<file path="config.mk">
export PLATFORM = sky130hd
export DESIGN_NAME = peripheral_bus_bridge
export DESIGN_NICKNAME = d
export VERILOG_FILES = /design/src/rtl/peripheral_bus_pkg.sv /design/src/rtl/peripheral_addr_decoder.sv /design/src/rtl/peripheral_bus_bridge.sv
export SDC_FILE = /design/constraint.sdc
export NUM_CORES = 1
export LEC_CHECK = 0
export CELL_PAD_IN_SITES_DETAIL_PLACEMENT = 1
export CELL_PAD_IN_SITES_GLOBAL_PLACEMENT = 2
export CORE_MARGIN = 2
export CORE_UTILIZATION = 20
export DETAILED_ROUTE_END_ITERATION = 7
export HOLD_SLACK_MARGIN = 0.05
export PLACE_DENSITY_LB_ADDON = 0.1
export SLEW_MARGIN = 20
export SYNTH_ARGS = -nofsm -noshare
export SYNTH_HDL_FRONTEND = slang
export SYNTH_SLANG_ARGS = --single-unit
</file>
<file path="constraint.sdc">
create_clock -name clk -period 4.25 [get_ports clk]
set_input_delay 0.85 -clock clk [delete_from_list [all_inputs] [get_ports clk]]
set_output_delay 0.85 -clock clk [all_outputs]
set_load 0.05 [all_outputs]
</file>
<file path="src/rtl/peripheral_bus_pkg.sv">
// Shared types and helpers for the peripheral bus bridge and its address decoder.
package peripheral_bus_pkg;

  // Bridge transaction phases.
  typedef enum logic [1:0] {
    ST_IDLE    = 2'd0,
    ST_ACCESS  = 2'd1,
    ST_RESPOND = 2'd2,
    ST_DRAIN   = 2'd3
  } bridge_state_e;

  // Widest slave count and address/data width the helpers are sized for.
  localparam int MAX_SLAVES = 16;
  localparam int MAX_WIDTH  = 64;
  localparam int MAX_PACKED = MAX_SLAVES * MAX_WIDTH;

  // Read data returned with every error response (sliced to DATA_WIDTH by users).
  localparam logic [MAX_WIDTH-1:0] ERROR_READ_DATA = '1;

  // Extract field idx of a packed per-slave parameter whose fields are width bits wide.
  function automatic logic [MAX_WIDTH-1:0] slave_field(input logic [MAX_PACKED-1:0] packed_v,
                                                       input int idx,
                                                       input int width);
    logic [MAX_PACKED-1:0] shifted;
    logic [MAX_WIDTH-1:0]  keep;
    shifted = packed_v >> (idx * width);
    keep    = (width >= MAX_WIDTH) ? '1 : ((MAX_WIDTH'(1) << width) - MAX_WIDTH'(1));
    return shifted[MAX_WIDTH-1:0] & keep;
  endfunction

endpackage

</file>
<file path="src/rtl/peripheral_addr_decoder.sv">
// Combinational address-window decoder: reports whether any slave window matches
// and the index of the lowest-numbered matching slave.
module peripheral_addr_decoder
  import peripheral_bus_pkg::*;
#(
  parameter int NUM_SLAVES = 4,
  parameter int ADDR_WIDTH = 32,
  parameter int IDX_W      = (NUM_SLAVES > 1) ? $clog2(NUM_SLAVES) : 1,
  parameter logic [NUM_SLAVES*ADDR_WIDTH-1:0] SLAVE_BASE = '0,
  parameter logic [NUM_SLAVES*ADDR_WIDTH-1:0] SLAVE_MASK = '0
) (
  input  logic [ADDR_WIDTH-1:0] addr_i,
  output logic                  hit_o,
  output logic [IDX_W-1:0]      idx_o
);

  localparam logic [MAX_PACKED-1:0] BASE_EXT = MAX_PACKED'(SLAVE_BASE);
  localparam logic [MAX_PACKED-1:0] MASK_EXT = MAX_PACKED'(SLAVE_MASK);

  logic [NUM_SLAVES-1:0] hit_vec;

  for (genvar gi = 0; gi < NUM_SLAVES; gi++) begin : g_window
    localparam logic [ADDR_WIDTH-1:0] BASE_I = ADDR_WIDTH'(slave_field(BASE_EXT, gi, ADDR_WIDTH));
    localparam logic [ADDR_WIDTH-1:0] MASK_I = ADDR_WIDTH'(slave_field(MASK_EXT, gi, ADDR_WIDTH));
    assign hit_vec[gi] = ((addr_i & MASK_I) == (BASE_I & MASK_I));
  end

  // Priority select: scan from the top so the lowest matching index is the last writer.
  always_comb begin
    hit_o = 1'b0;
    idx_o = '0;
    for (int i = NUM_SLAVES - 1; i >= 0; i--) begin
      if (hit_vec[i]) begin
        hit_o = 1'b1;
        idx_o = IDX_W'(i);
      end
    end
  end

endmodule

</file>
<file path="src/rtl/peripheral_bus_bridge.sv">
// Peripheral bus bridge: decodes the master's address onto one of NUM_SLAVES slave
// channels, runs one transaction at a time with a per-access timeout, and returns an
// error response for unmapped, conflicting or hung accesses.
module peripheral_bus_bridge
  import peripheral_bus_pkg::*;
#(
  parameter int NUM_SLAVES     = 4,
  parameter int ADDR_WIDTH     = 32,
  parameter int DATA_WIDTH     = 32,
  parameter logic [NUM_SLAVES*ADDR_WIDTH-1:0] SLAVE_BASE = {NUM_SLAVES{32'h0}},
  parameter logic [NUM_SLAVES*ADDR_WIDTH-1:0] SLAVE_MASK = {NUM_SLAVES{32'hFFFF_FF00}},
  parameter int TIMEOUT_CYCLES = 255
) (
  input  logic                           clk,
  input  logic                           rst,
  input  logic                           read_request,
  input  logic                           write_request,
  input  logic [ADDR_WIDTH-1:0]          addr,
  input  logic [DATA_WIDTH-1:0]          write_data,
  output logic [DATA_WIDTH-1:0]          read_data,
  output logic                           response,
  output logic                           error,
  output logic [NUM_SLAVES-1:0]          slave_read,
  output logic [NUM_SLAVES-1:0]          slave_write,
  output logic [ADDR_WIDTH-1:0]          slave_addr,
  output logic [DATA_WIDTH-1:0]          slave_write_data,
  input  logic [NUM_SLAVES*DATA_WIDTH-1:0] slave_read_data,
  input  logic [NUM_SLAVES-1:0]          slave_response
);

  localparam int IDX_W = (NUM_SLAVES > 1) ? $clog2(NUM_SLAVES) : 1;
  localparam int CNT_W = $clog2(TIMEOUT_CYCLES + 1);
  localparam logic [CNT_W-1:0]      TIMEOUT_CNT = CNT_W'(TIMEOUT_CYCLES);
  localparam logic [DATA_WIDTH-1:0] ERR_DATA    = ERROR_READ_DATA[DATA_WIDTH-1:0];

  bridge_state_e         state_q, state_d;
  logic [ADDR_WIDTH-1:0] addr_q, addr_d;
  logic [DATA_WIDTH-1:0] wdata_q, wdata_d;
  logic [DATA_WIDTH-1:0] rdata_q, rdata_d;
  logic                  op_write_q, op_write_d;
  logic [IDX_W-1:0]      sel_q, sel_d;
  logic [CNT_W-1:0]      cnt_q, cnt_d;
  logic                  resp_q, resp_d;
  logic                  err_q, err_d;
  logic [NUM_SLAVES-1:0] srd_q, srd_d;
  logic [NUM_SLAVES-1:0] swr_q, swr_d;

  logic                  dec_hit;
  logic [IDX_W-1:0]      dec_idx;
  logic [NUM_SLAVES-1:0] dec_onehot;
  logic [DATA_WIDTH-1:0] sel_rdata;
  logic                  sel_resp;
  logic [CNT_W-1:0]      cnt_inc;

  peripheral_addr_decoder #(
    .NUM_SLAVES (NUM_SLAVES),
    .ADDR_WIDTH (ADDR_WIDTH),
    .IDX_W      (IDX_W),
    .SLAVE_BASE (SLAVE_BASE),
    .SLAVE_MASK (SLAVE_MASK)
  ) u_decoder (
    .addr_i (addr),
    .hit_o  (dec_hit),
    .idx_o  (dec_idx)
  );

  assign dec_onehot = NUM_SLAVES'(1) << dec_idx;

  // Route the selected slave's read data and completion; other slaves are ignored.
  always_comb begin
    sel_rdata = '0;
    sel_resp  = 1'b0;
    for (int i = 0; i < NUM_SLAVES; i++) begin
      if (sel_q == IDX_W'(i)) begin
        sel_rdata = slave_read_data[i*DATA_WIDTH +: DATA_WIDTH];
        sel_resp  = slave_response[i];
      end
    end
  end

  // Next-state and registered-output logic; strobes and response default low.
  always_comb begin
    state_d    = state_q;
    addr_d     = addr_q;
    wdata_d    = wdata_q;
    rdata_d    = rdata_q;
    op_write_d = op_write_q;
    sel_d      = sel_q;
    cnt_d      = cnt_q;
    resp_d     = 1'b0;
    err_d      = 1'b0;
    srd_d      = '0;
    swr_d      = '0;
    cnt_inc    = cnt_q + CNT_W'(1);

    case (state_q)
      ST_IDLE: begin
        if (read_request || write_request) begin
          addr_d     = addr;
          wdata_d    = write_data;
          op_write_d = write_request;
          sel_d      = dec_idx;
          cnt_d      = '0;
          if ((read_request && write_request) || !dec_hit) begin
            // Conflicting request or no window: answer immediately, no slave touched.
            state_d = ST_RESPOND;
            resp_d  = 1'b1;
            err_d   = 1'b1;
            rdata_d = ERR_DATA;
          end else begin
            state_d = ST_ACCESS;
            srd_d   = read_request  ? dec_onehot : '0;
            swr_d   = write_request ? dec_onehot : '0;
          end
        end
      end

      ST_ACCESS: begin
        if (sel_resp) begin
          // A response in the timeout cycle still counts as success.
          state_d = ST_RESPOND;
          resp_d  = 1'b1;
          rdata_d = op_write_q ? '0 : sel_rdata;
        end else if (cnt_inc == TIMEOUT_CNT) begin
          state_d = ST_RESPOND;
          resp_d  = 1'b1;
          err_d   = 1'b1;
          rdata_d = ERR_DATA;
          cnt_d   = cnt_inc;
        end else begin
          cnt_d = cnt_inc;
          srd_d = srd_q;
          swr_d = swr_q;
        end
      end

      ST_RESPOND: state_d = ST_DRAIN;

      // Hold here until the master lets go, so a held request is not re-issued.
      ST_DRAIN: begin
        if (!read_request && !write_request) state_d = ST_IDLE;
      end

      default: state_d = ST_IDLE;
    endcase
  end

  // State and output registers; reset drops strobes immediately, even mid-access.
  always_ff @(posedge clk or posedge rst) begin
    if (rst) begin
      state_q    <= ST_IDLE;
      addr_q     <= '0;
      wdata_q    <= '0;
      rdata_q    <= '0;
      op_write_q <= 1'b0;
      sel_q      <= '0;
      cnt_q      <= '0;
      resp_q     <= 1'b0;
      err_q      <= 1'b0;
      srd_q      <= '0;
      swr_q      <= '0;
    end else begin
      state_q    <= state_d;
      addr_q     <= addr_d;
      wdata_q    <= wdata_d;
      rdata_q    <= rdata_d;
      op_write_q <= op_write_d;
      sel_q      <= sel_d;
      cnt_q      <= cnt_d;
      resp_q     <= resp_d;
      err_q      <= err_d;
      srd_q      <= srd_d;
      swr_q      <= swr_d;
    end
  end

  assign read_data        = rdata_q;
  assign response         = resp_q;
  assign error            = err_q;
  assign slave_read       = srd_q;
  assign slave_write      = swr_q;
  assign slave_addr       = addr_q;
  assign slave_write_data = wdata_q;

endmodule

</file>
-- Word level (Yosys, flattened, before mapping)
Index checks and enable logic that the tools add are counted.
- word-level logic and storage cells: 67
- bits of input ports: 200
- register bits after elaboration: 117
- output and inout port bits: 106
- muxes and demuxes: 33
- add/subtract/negate cells: 1
- eq/ne operators: 9
- reduce and logical (&&, ||, !) cells: 14
- operators by type and width (cell ; count):
    $mux 32 ; 5
    $pmux 32 s2 ; 1
    $logic_not 32->1 ; 1
    $mux 8 ; 2
    $pmux 4 s2 ; 2
    $pmux 8 s2 ; 1
    $mux 1 ; 12
    $mux 2 ; 5
    $add 8x1->8 const B ; 1
    $eq 8x8->1 const B ; 1
    $mux 4 ; 2
    $ne 2x2->1 const B ; 4
    $pmux 2 s4 ; 1
    $reduce_and 3->1 ; 2
    $eq 2x2->1 const B ; 2
    $pmux 1 s2 ; 2
    $reduce_and 4->1 ; 1
    $logic_not 1->1 ; 3
    $ne 3x3->1 const B ; 1
    $eq 2x1->1 const B ; 1
    $logic_and 1x1->1 ; 2
    $logic_not 2->1 ; 1
    $logic_or 1x1->1 ; 2
    $reduce_and 2->1 ; 1
    $reduce_bool 2->1 ; 1

-- Logic depth before layout (Yosys ltp)
- word-level depth: 7
- gate-level depth with buffers: 9
- gate-level depth less buffers: 7

-- Hierarchy
Synthesis repeated with hierarchy kept, for this count alone.
- cells, all modules: 464
- area total of the unflattened synthesis: 5876.9 sq um
- modules (own cells, without submodules) (module ; cells each ; area each (sq um) ; times used):
    peripheral_bus_bridge ; 452 ; 5800.6 ; 1
    peripheral_addr_decoder ; 12 ; 76.3 ; 1

-- Worst setup path after synthesis
Ideal clock, no wire load.
- path kind: input -> register
- from: in addr[27]
- to: reg rdata_q[0] (netlist: read_data[0])
- data required time: 4128 ps
- path slack: 2059 ps
- data arrival time: 2068 ps
- stages: 6
- path through: nor4_1 > nand4_1 > o21a_1 > o211ai_4 > buf_6 > a21oi_2
- longest elaborated chain between the ends: 6
- RTL lines (what ; RTL line ; RTL):
    start, declared ; peripheral_bus_bridge.sv:18 ; input logic [ADDR_WIDTH-1:0] addr,
    $logic_not 32->1 ; peripheral_addr_decoder.sv:25 ; assign hit_vec[gi] = ((addr_i & MASK_I) == (BASE_I & MASK_I));
    $mux 1 ; peripheral_addr_decoder.sv:33 ; if (hit_vec[i]) begin
    $logic_not 1->1 ; peripheral_bus_bridge.sv:104 ; if ((read_request && write_request) || !dec_hit) begin
    $logic_or 1x1->1 ; peripheral_bus_bridge.sv:104 ;
    $ne 2x2->1 (no line) ; - ;
    $reduce_and 4->1 (no line) ; - ;
    end signal, assigned ; peripheral_bus_bridge.sv:166 ; rdata_q <= rdata_d;
    end, declared ; peripheral_bus_bridge.sv:39 ; logic [DATA_WIDTH-1:0] rdata_q, rdata_d;
Every way passes these cells.
A chain may end at the register's enable or synchronous reset.

-- Final worst setup path
- from: in addr[27]
- to: reg rdata_q[15] (netlist: read_data[15])
Same word-level chain as after synthesis.

==> results.md <==
- Outcome: finished clean
- Pre-CTS setup slack: 0.876 ns
- Vias: 4298
- Num CTS Buffers: 9
- Area post-placement: 7190 sq um
- DRT iter0 DRCs: 195
- Number of remaining DRC errors: 0
- Critical path class: input port to register
- Largest net degree at the start of global routing: 65
- Top achievable clock speed: 341 MHz
- Met3 Usage GRT: 2.57%
- Seq cells post-synth: 111
- Final min period: 2.93 ns
- Final Skew: 0.0125 ns
- Total GRT Usage: 13.1%
- Layout cell share with drive strength beyond 1: 5.71%
- First-pass GRT wire length: 26500 um
- Required @ worst endpoint: 4.47 ns
- Drt pass-1 iters: 4
- Post-CTS Setup Inserts: 0
- Worst Max-Slew Pin Slew: 1.01 ns
- Hold-fix buffers at CTS: 0
- Ys flop type: dfrtp_1
- Commonest non-fill, non-tap cell in the layout: nand2_1
- # resized after CTS: 0
- Busiest grt layer: met2
- Via density: 4.07
- CP Launch Type: input port
- Htree depth: 3
- Yosys cell types: 42
- Setup violations, final: 0
- P&R area growth vs syn: 54.0%
- Io pins: 306
- Post-DRT Antenna Nets: 0
- Full die area: 25500 sq um
- Most frequent cells in the layout: nand2_1 (206), clkdlybuf4s50_1 (200), dfrtp_1 (111)
- Nets: 937
- Number of global-route vias before repair: 4601
- Slowest stage cell, crit path: nor4_1
- Final instance area: 7470 sq um
- Dpl hpwl: 12000 um
- Post-synthesis sequential area ratio: 57.3%
- Core area: 23600 sq um
- Buffers on Ports: 200
- Cells after DPL: 1039
- Met2 Use GR: 22.9%
- Hold depth: 2
- Crit Reg-Reg Startpoint: cnt_q[0]
- Cell Chain, Critical Path: clkdlybuf4s50_1 > nor4_1 > nand4_1 > o21a_1 > o211ai_4 > buf_4 > a21oi_1
- Clk_lat worst skew: 0.36 ns
- # diodes: 0
- Post-route insts no fill: 1055
- Critical-path maximum fanout: 32
- Max Cap Viol: 0
- Final core utilization: 31.6%
- DRT Wirelength: 16500 um
- M1 GR Usage: 16.5%
- Synthesized area per cell: 8.97 sq um
- Final Max Tran Viols: 0
- Die W: 160 um
- Gr ovfl total: 0
- Crit. End Element: register
- Mean routed wirelength per cell: 15.6 um
- Peak supply drop: 0.237 mV
- Root Buffer: clkbuf_16
- Clock-pin slew on the worst setup and hold paths: 0.07 ns
- WP data arrival: 3.15 ns
- Post-Synthesis Cells: 541
- Site Rows: 56
- CTS tree: yes
- Yosys warns: 0
- R2R setup slack: 1.74 ns
- R2R Path End: read_data[15]
- FFs w/ async S/R, synth: 100%
- Antenna violations before repair: 0
- Final period util: 69.0%
- Final GP Congestion: 0.717
- Clock sinks: 111
- Hold endpoint: slave_write_data[21]
- Static leakage: 3.44 nW
- Initial core utilization: 20.5%
- RSZ-0062 raised after global routing: false
- Fillcell total: 2767
- Setup_tns: 0 ns
- Setup ws final: 1.32 ns
- Post-Syn Area: 4850 sq um
- Reg2reg path depth: 7
- Max clock buf depth: 2
- Power per Cell Area: 826 nW/um^2
- Post-synth EDFFs: 0
- Max incr delay on CP: 0.44 ns
- Relative slew margins: 32.0%
- Die height: 160 um
- HP Start: slave_write_data[21]
- Final Hold Fails: 0
- HP Class: register to register
==> where the power goes <==
part	internal, W	switching [W]	leakage [nW]
clock	0.000409	0.000423	0.132
combinational	0.00112	0.00248	2.00
sequential	0.00149	0.000248	1.32
==> per-layer routing <==
| layer | vias to the layer above | share of wire, % |
|---|---|---|
| li1 | 2099 | - |
| met1 | 2098 | 44 |
| met2 | 90 | 51 |
| met3 | 11 | 3.4 |
| met4 | 0 | 1.3 |
| met5 | - | 0 |
==> registers in the layout (all words and copies together) (netlist names) <==
name	cells
cnt_q	8
error	1
op_write_q	1
read_data	32
response	1
slave_addr	32
slave_read	1
slave_write	1
slave_write_data	32
state_q	2
==> cell usage after synthesis (all sizes together) (2+ instances only) <==
master / instances / area share [%]
o21a: 2 / 0.31
ha: 6 / 1.5
clkbuf: 22 / 1.7
nand3: 8 / 0.83
nor2: 9 / 0.70
o31ai: 2 / 0.31
inv: 40 / 3.1
a21oi: 67 / 7.7
o211ai: 4 / 0.90
mux2i: 4 / 0.83
buf: 12 / 1.7
o21ai: 13 / 1.3
nand2: 206 / 16
dfrtp: 111 / 57
nand4: 3 / 0.39
nor4: 6 / 1.2
a2bb2oi: 2 / 0.49
o221ai: 2 / 0.36
nor2b: 5 / 0.64
==> kinds of logic (layout without fill, tap and decap cells) <==
family,count (synthesis),after routing,share of synthesized area [%]
flops,111,111,57.3
compound gates,100,100,12.8
other cells,1,6,0.0773
fa+ha+maj,6,6,1.55
buf+inv,74,264,6.50
xor+xnor,2,2,0.361
mux,4,4,0.825
simple gates,243,243,20.6
==> metrics by stage <==
step	hold slack [ns]	total power, W
after floorplan	0.466	0.00412
after detailed placement	0.463	0.00543
final	0.477	0.00617
after global placement	0.460	0.00534
after global routing	0.495	0.00657
after CTS	0.483	0.00631
==> worst max-delay path, delay by kind of cell <==
family                 cells  cell delay (ns)
AO/OA/AOI/OAI              3             0.69
AND/OR/NAND/NOR            2             0.76
buffers and inverters      2             0.84
==> worst max path at each step <==
| stage | cells past startpoint | start | end | slack (ns) |
|---|---|---|---|---|
| after floorplan | 1 | rst | cnt_q[0] | 0.47 |
| after global placement | 7 | addr[27] | read_data[14] | 0.88 |
| after detailed placement | 7 | addr[27] | read_data[11] | 0.88 |
| after CTS | 7 | addr[27] | read_data[11] | 1.26 |
| after global routing | 7 | addr[27] | read_data[15] | 1.11 |
| final | 7 | addr[27] | read_data[15] | 1.32 |
==> area by class of cell <==
class                           count  area (sq um)  share of cell area (%)
Sequential cell                   111          2780                    37.2
Timing Repair Buffer              208          2060                    27.6
Multi-Input combinational cell    361          1800                    24.0
Tap cell                          319           399                    5.34
Clock buffer                       10           229                    3.07
Inverter                           40           153                    2.04
Clock inverter                      6          52.6                   0.704
Note: power is estimated with default switching activity, not from simulation.
